File: src/rtl/traffic_phase_scheduler.sv
// traffic_phase_scheduler
// Demand-driven phase controller for a two-road intersection with a
// pedestrian walk phase. Road A and road B alternate green; a latched
// pedestrian request inserts a walk phase after the next all-red clearance.
// All durations are counted in clock cycles. Every output is registered and
// decoded from the next state, so lamps and phase change on the same edge.
// The phase output carries the FSM state code for debug observation.
module traffic_phase_scheduler #(
    parameter int MIN_GREEN = 10,
    parameter int MAX_GREEN = 30,
    parameter int YELLOW    = 3,
    parameter int ALL_RED   = 2,
    parameter int WALK      = 8,
    parameter int CNT_W     = 6
) (
    input  logic       clk,
    input  logic       rst,
    input  logic       sens_A,
    input  logic       sens_B,
    input  logic       ped_req,
    output logic [2:0] traffic_A,
    output logic [2:0] traffic_B,
    output logic       walk,
    output logic       ped_pending,
    output logic [2:0] phase
);

    localparam logic [2:0] A_GRN    = 3'd0;
    localparam logic [2:0] A_YEL    = 3'd1;
    localparam logic [2:0] A_CLR    = 3'd2;
    localparam logic [2:0] B_GRN    = 3'd3;
    localparam logic [2:0] B_YEL    = 3'd4;
    localparam logic [2:0] B_CLR    = 3'd5;
    localparam logic [2:0] PED_WALK = 3'd6;
    localparam logic [2:0] PED_CLR  = 3'd7;

    // Lamp encodings {red, yellow, green}
    localparam logic [2:0] LAMP_RED = 3'b100;
    localparam logic [2:0] LAMP_YEL = 3'b010;
    localparam logic [2:0] LAMP_GRN = 3'b001;

    // Last counter value of each timed interval
    localparam logic [CNT_W-1:0] MIN_END  = CNT_W'(MIN_GREEN - 1);
    localparam logic [CNT_W-1:0] MAX_END  = CNT_W'(MAX_GREEN - 1);
    localparam logic [CNT_W-1:0] YEL_END  = CNT_W'(YELLOW - 1);
    localparam logic [CNT_W-1:0] CLR_END  = CNT_W'(ALL_RED - 1);
    localparam logic [CNT_W-1:0] WALK_END = CNT_W'(WALK - 1);

    logic [2:0]       state;
    logic [2:0]       next_state;
    logic [CNT_W-1:0] cnt;
    logic [CNT_W-1:0] cnt_next;
    logic             next_b;
    logic             exit_a;
    logic             exit_b;
    logic             is_green;
    logic             in_ped;
    logic             enter_walk;
    logic [2:0]       lamp_a_d;
    logic [2:0]       lamp_b_d;
    logic             walk_d;

    // Green exit: min green served, opposing demand present, and either own
    // road has gapped out or max green is reached (counter saturates there).
    always_comb begin
        exit_a = (cnt >= MIN_END) && (sens_B || ped_pending) &&
                 (!sens_A || (cnt == MAX_END));
        exit_b = (cnt >= MIN_END) && (sens_A || ped_pending) &&
                 (!sens_B || (cnt == MAX_END));
    end

    // Next-state selection
    always_comb begin
        next_state = state;
        case (state)
            A_GRN:    if (exit_a) next_state = A_YEL;
            A_YEL:    if (cnt == YEL_END) next_state = A_CLR;
            A_CLR:    if (cnt == CLR_END) next_state = ped_pending ? PED_WALK : B_GRN;
            B_GRN:    if (exit_b) next_state = B_YEL;
            B_YEL:    if (cnt == YEL_END) next_state = B_CLR;
            B_CLR:    if (cnt == CLR_END) next_state = ped_pending ? PED_WALK : A_GRN;
            PED_WALK: if (cnt == WALK_END) next_state = PED_CLR;
            PED_CLR:  if (cnt == CLR_END) next_state = next_b ? B_GRN : A_GRN;
            default:  next_state = B_CLR;
        endcase
    end

    // Counter: restart on entry, count up, hold at max green in green states
    always_comb begin
        is_green = (state == A_GRN) || (state == B_GRN);
        if (next_state != state)
            cnt_next = '0;
        else if (is_green && (cnt == MAX_END))
            cnt_next = cnt;
        else
            cnt_next = cnt + CNT_W'(1);
    end

    // Pedestrian latch controls: requests are ignored during the walk phase
    // and its clearance, and entering the walk clears the latch.
    always_comb begin
        in_ped     = (state == PED_WALK) || (state == PED_CLR);
        enter_walk = (next_state == PED_WALK) && (state != PED_WALK);
    end

    // Output decode from the next state so outputs align with phase
    always_comb begin
        lamp_a_d = LAMP_RED;
        lamp_b_d = LAMP_RED;
        walk_d   = 1'b0;
        case (next_state)
            A_GRN:    lamp_a_d = LAMP_GRN;
            A_YEL:    lamp_a_d = LAMP_YEL;
            B_GRN:    lamp_b_d = LAMP_GRN;
            B_YEL:    lamp_b_d = LAMP_YEL;
            PED_WALK: walk_d   = 1'b1;
            default:  ;
        endcase
    end

    // State, counter and road-alternation flag
    always_ff @(posedge clk or negedge rst) begin
        if (!rst) begin
            state  <= B_CLR;
            cnt    <= '0;
            next_b <= 1'b0;
        end else begin
            state <= next_state;
            cnt   <= cnt_next;
            if ((state == A_CLR) && (cnt == CLR_END))
                next_b <= 1'b1;
            else if ((state == B_CLR) && (cnt == CLR_END))
                next_b <= 1'b0;
        end
    end

    // Pedestrian request latch; clear on walk entry wins over a new request
    always_ff @(posedge clk or negedge rst) begin
        if (!rst)
            ped_pending <= 1'b0;
        else if (enter_walk)
            ped_pending <= 1'b0;
        else if (ped_req && !in_ped)
            ped_pending <= 1'b1;
    end

    // Registered lamp, walk and debug phase outputs
    always_ff @(posedge clk or negedge rst) begin
        if (!rst) begin
            traffic_A <= LAMP_RED;
            traffic_B <= LAMP_RED;
            walk      <= 1'b0;
            phase     <= B_CLR;
        end else begin
            traffic_A <= lamp_a_d;
            traffic_B <= lamp_b_d;
            walk      <= walk_d;
            phase     <= next_state;
        end
    end

endmodule

File: config.mk
export PLATFORM = sky130hd
export DESIGN_NAME = traffic_phase_scheduler
export DESIGN_NICKNAME = d
export VERILOG_FILES = /design/src/rtl/traffic_phase_scheduler.sv
export SDC_FILE = /design/constraint.sdc
export NUM_CORES = 1
export LEC_CHECK = 0
export BUFFER_PORTS_ARGS = -buffer_cell sky130_fd_sc_hd__buf_2
export CAP_MARGIN = 20
export CORE_ASPECT_RATIO = 0.9
export CORE_UTILIZATION = 50
export CTS_CLUSTER_DIAMETER = 60
export DETAILED_ROUTE_END_ITERATION = 12
export PLACE_DENSITY = 0.78
export SLEW_MARGIN = 20
export SYNTH_ARGS = -nofsm -noshare
export SYNTH_HDL_FRONTEND = slang
export SYNTH_SLANG_ARGS = --single-unit
File: constraint.sdc
create_clock -name clk -period 2.9 [get_ports clk]
set_clock_uncertainty 0.1 [all_clocks]
set_input_delay 0.29 -clock clk [delete_from_list [all_inputs] [get_ports clk]]
set_output_delay 0.29 -clock clk [all_outputs]
set_load 0.02 [all_outputs]
==> results.md <==
- Main synth FF type: dfrtp_1
- NumNets Final: approximately 150
- Num CTS Buffers: 3
- Worst skew pair latency: 290 ps
- Synth Area in Adders: under 10%
- Rows: 16
- Synth Area in XOR/XNOR: under 10%
- Grt ovf: 0
- CTS tree: done
- Critical Path Slowest Stage Cell: or4b_1
- Yosys warnings: 0
- Synth unique cells: 49
- Mapped Nets: approximately 140
- Clk Tree Root Cell: clkbuf_4
- Top delay family on crit path: simple AND/OR/NAND/NOR gates
- Die height: ~48 µm
- DR top layer: met4
- EDFF count, synth: 0
- Ordered list of cells on the worst path: inv_1 > ha_1 > or4b_1 > or4_4 > a21boi_4 > and3_1 > and2_1
- Setup CP Type: register to register
- CP max FO: 7
- Inst Count DP: 161
- Post-CTS Setup Inserts: 0
- Largest net degree at the start of global routing: 19
- Diodes inserted: 0
- Mapped Cells: around 130
- Worst hold margin: just over 300 ps
- Worst path required time: approximately 3000 ps
- Final period util: about 90%
- Share of cells above drive strength 1: between 20 and 25%
- P&R area growth vs syn: 8.714%
- CP endpoint kind: register
- Max-slew violations: 0
- Via count: about 1,000
- Met2 wire len: around 1.2 mm
- Finished Core Util: between 50% and 60%
- CTS Sinks: 18
- Remaining antenna violation count after routing: 0
- RSZ-0062 raised after global routing: false
- Total chip power: between 1 and 1.5 mW
- Most common cell after layout, fill and taps aside: buf_2
- Clk buf depth: 2
- Vias in the first global route: ~960
- P_leak: between 0.5 and 0.6 nW
- Final Setup Violations: 0
- Nature of the critical path startpoint: register
- Met1 WL: approximately 1.2 mm
- Core area: 2202 µm²
- Peak VDD IR: between 0.7 and 0.8 mV
- Fmax: 384.2 MHz
- Slew headroom: between 60 and 70%
- Number of DRC markers in iteration 0: 31
- Simple-gate portion of the synthesized area: 26.04%
- DRC violations left: 0
- DP Wirelength: 1.929 mm
- Via density per instance: between 6 and 7
- Clk slew on worst S/H paths: about 100 ps
- Critical path arrival: 2690 ps
- Layout Cells excl Fill: between 150 and 200
- Hold Vio Cnt, Final: 0
- Mean post-synth cell area: around 9.3 µm²
- I/O pin count: 16
- Post-synth ARST share: between 90% and 100%
- Status: complete, no violations
- Mux contribution to synthesized area: between 1.5 and 2%
- Metal3 WL: ~150 µm
- Max-Cap Viols: 0
- First-pass GRT wire length: between 4 and 5 mm
- I/O Buffers: 15
- Setup TNS: 0 ps
- TritonRoute pass-1 iters: 4
- Post-synthesis sequential area ratio: about two fifths
- R2R setup slack: between 200 and 300 ps
- Most frequent cells in the layout: buf_2 (15), dfrtp_1 (14), nand2_1 (8), nand3_1 (8)
- Die ar.: 2553 µm²
- Hold crit path type: input pin to register
- Slew @ Worst Pin: approximately 520 ps
- Worst path max stage delay: slightly below 600 ps
- Complex-gate fraction of the synthesized area: 19.77%
- Min cycle time layout: between 2000 and 3000 ps
- Final WL: 2.568 mm
- Main combinational cell family by area after synthesis: simple AND/OR/NAND/NOR gates
- Htree depth: 1
- Pwr/cell area: around 1100 nW/µm²
- GPL Wtd Cong: around 0.85
- Chip width: 53.15 µm
- WL/cell: ~16 µm
- Initial antenna violation count: 0
- WP buf/inv: 1
- Tot GR Track Use: a little under a quarter
- Synth Cell Area: 1177 µm²
- Initial Util: 53.47%
- Yosys reg bits: 18
## through the flow
step	cell area, µm²	setup slack, ps
2_1_floorplan	1177	477.8
3_3_place_gp	1247	389.9
3_5_place_dp	1247	302.9
4_1_cts	1280	296.7
5_1_grt	1280	169.4
6_report	1280	297.0
## layout make-up
cell class / count / area, µm²
tap: 27 / 33.78
fill: 228 / 922.1
inverter: 8 / 30.03
timing repair buffer: 16 / 85.08
sequential: 18 / 455.4
clock buffer: 3 / 22.52
multi-input combinational: 93 / 653.1
## worst reg2reg max path, cell delays in order (launching register included)
cell and delay, ps:
dfrtp_1 440, inv_1 100, ha_1 210, or4b_1 590, or4_4 560, a21boi_4 170
and3_1 200, and2_1 150
## registers in the layout, summed over array words and instances (netlist names)
register,count
traffic_A,3
ped_pending,1
next_b,1
walk,1
phase,3
cnt,6
traffic_B,3
## per-layer routing
metal	vias up	track usage [%]
met4	0	7.895
met5	-	0
met1	509	32.42
met3	2	3.810
li1	488	-
met2	37	39.75
## synthesized netlist by cell type, drive strengths merged, types with 2 or more instances
master	n	share of area (%)
inv	8	2.6
a21oi	7	3.0
nand3	8	3.4
nor2	4	1.3
nor3	7	3.4
nand4	2	1.1
dfstp	4	8.9
xnor2	3	2.2
o21ai	5	2.1
a211oi	4	2.6
o31ai	2	1.3
clkbuf	6	1.9
ha	4	4.3
nand2b	2	1.1
buf	2	1.4
or4	3	2.6
nor4b	2	1.5
xor2	2	1.5
nand2	9	3.1
dfrtp	14	30
a41oi	2	2.1
and2	2	1.1
a21boi	4	3.5
nor4	2	1.1
mux2i	2	1.7
and3	2	1.1
## where the power goes
group          switching [mW]  total, mW  internal, mW
clock                  0.0688      0.117        0.0482
combinational           0.452      0.730         0.279
sequential              0.142      0.503         0.360
## kinds of logic after synthesis
group | count (synthesis)
AO/OA/AOI/OAI | 31
XOR/XNOR | 5
adder cells (fa/ha/maj) | 4
buffers and inverters | 16
flip-flops | 18
multiplexers | 2
AND/OR/NAND/NOR | 51
## final timing paths
path | to | cells after the start | startpoint
max | traffic_B[0] | 7 | cnt[1]
min | ped_pending | 3 | ped_req
max reg2reg | traffic_B[0] | 7 | cnt[1]
min reg2reg | next_b | 2 | next_b
max in group asynchronous | phase[0] | 2 | rst
min in group asynchronous | walk | 2 | rst
## timing repair
item	4_1_cts	5_1_grt
endpoints found under the hold margin	14	0
gates resized for setup	0	0
hold buffers	1	0
No activity file was read; power rests on OpenSTA's default activity.
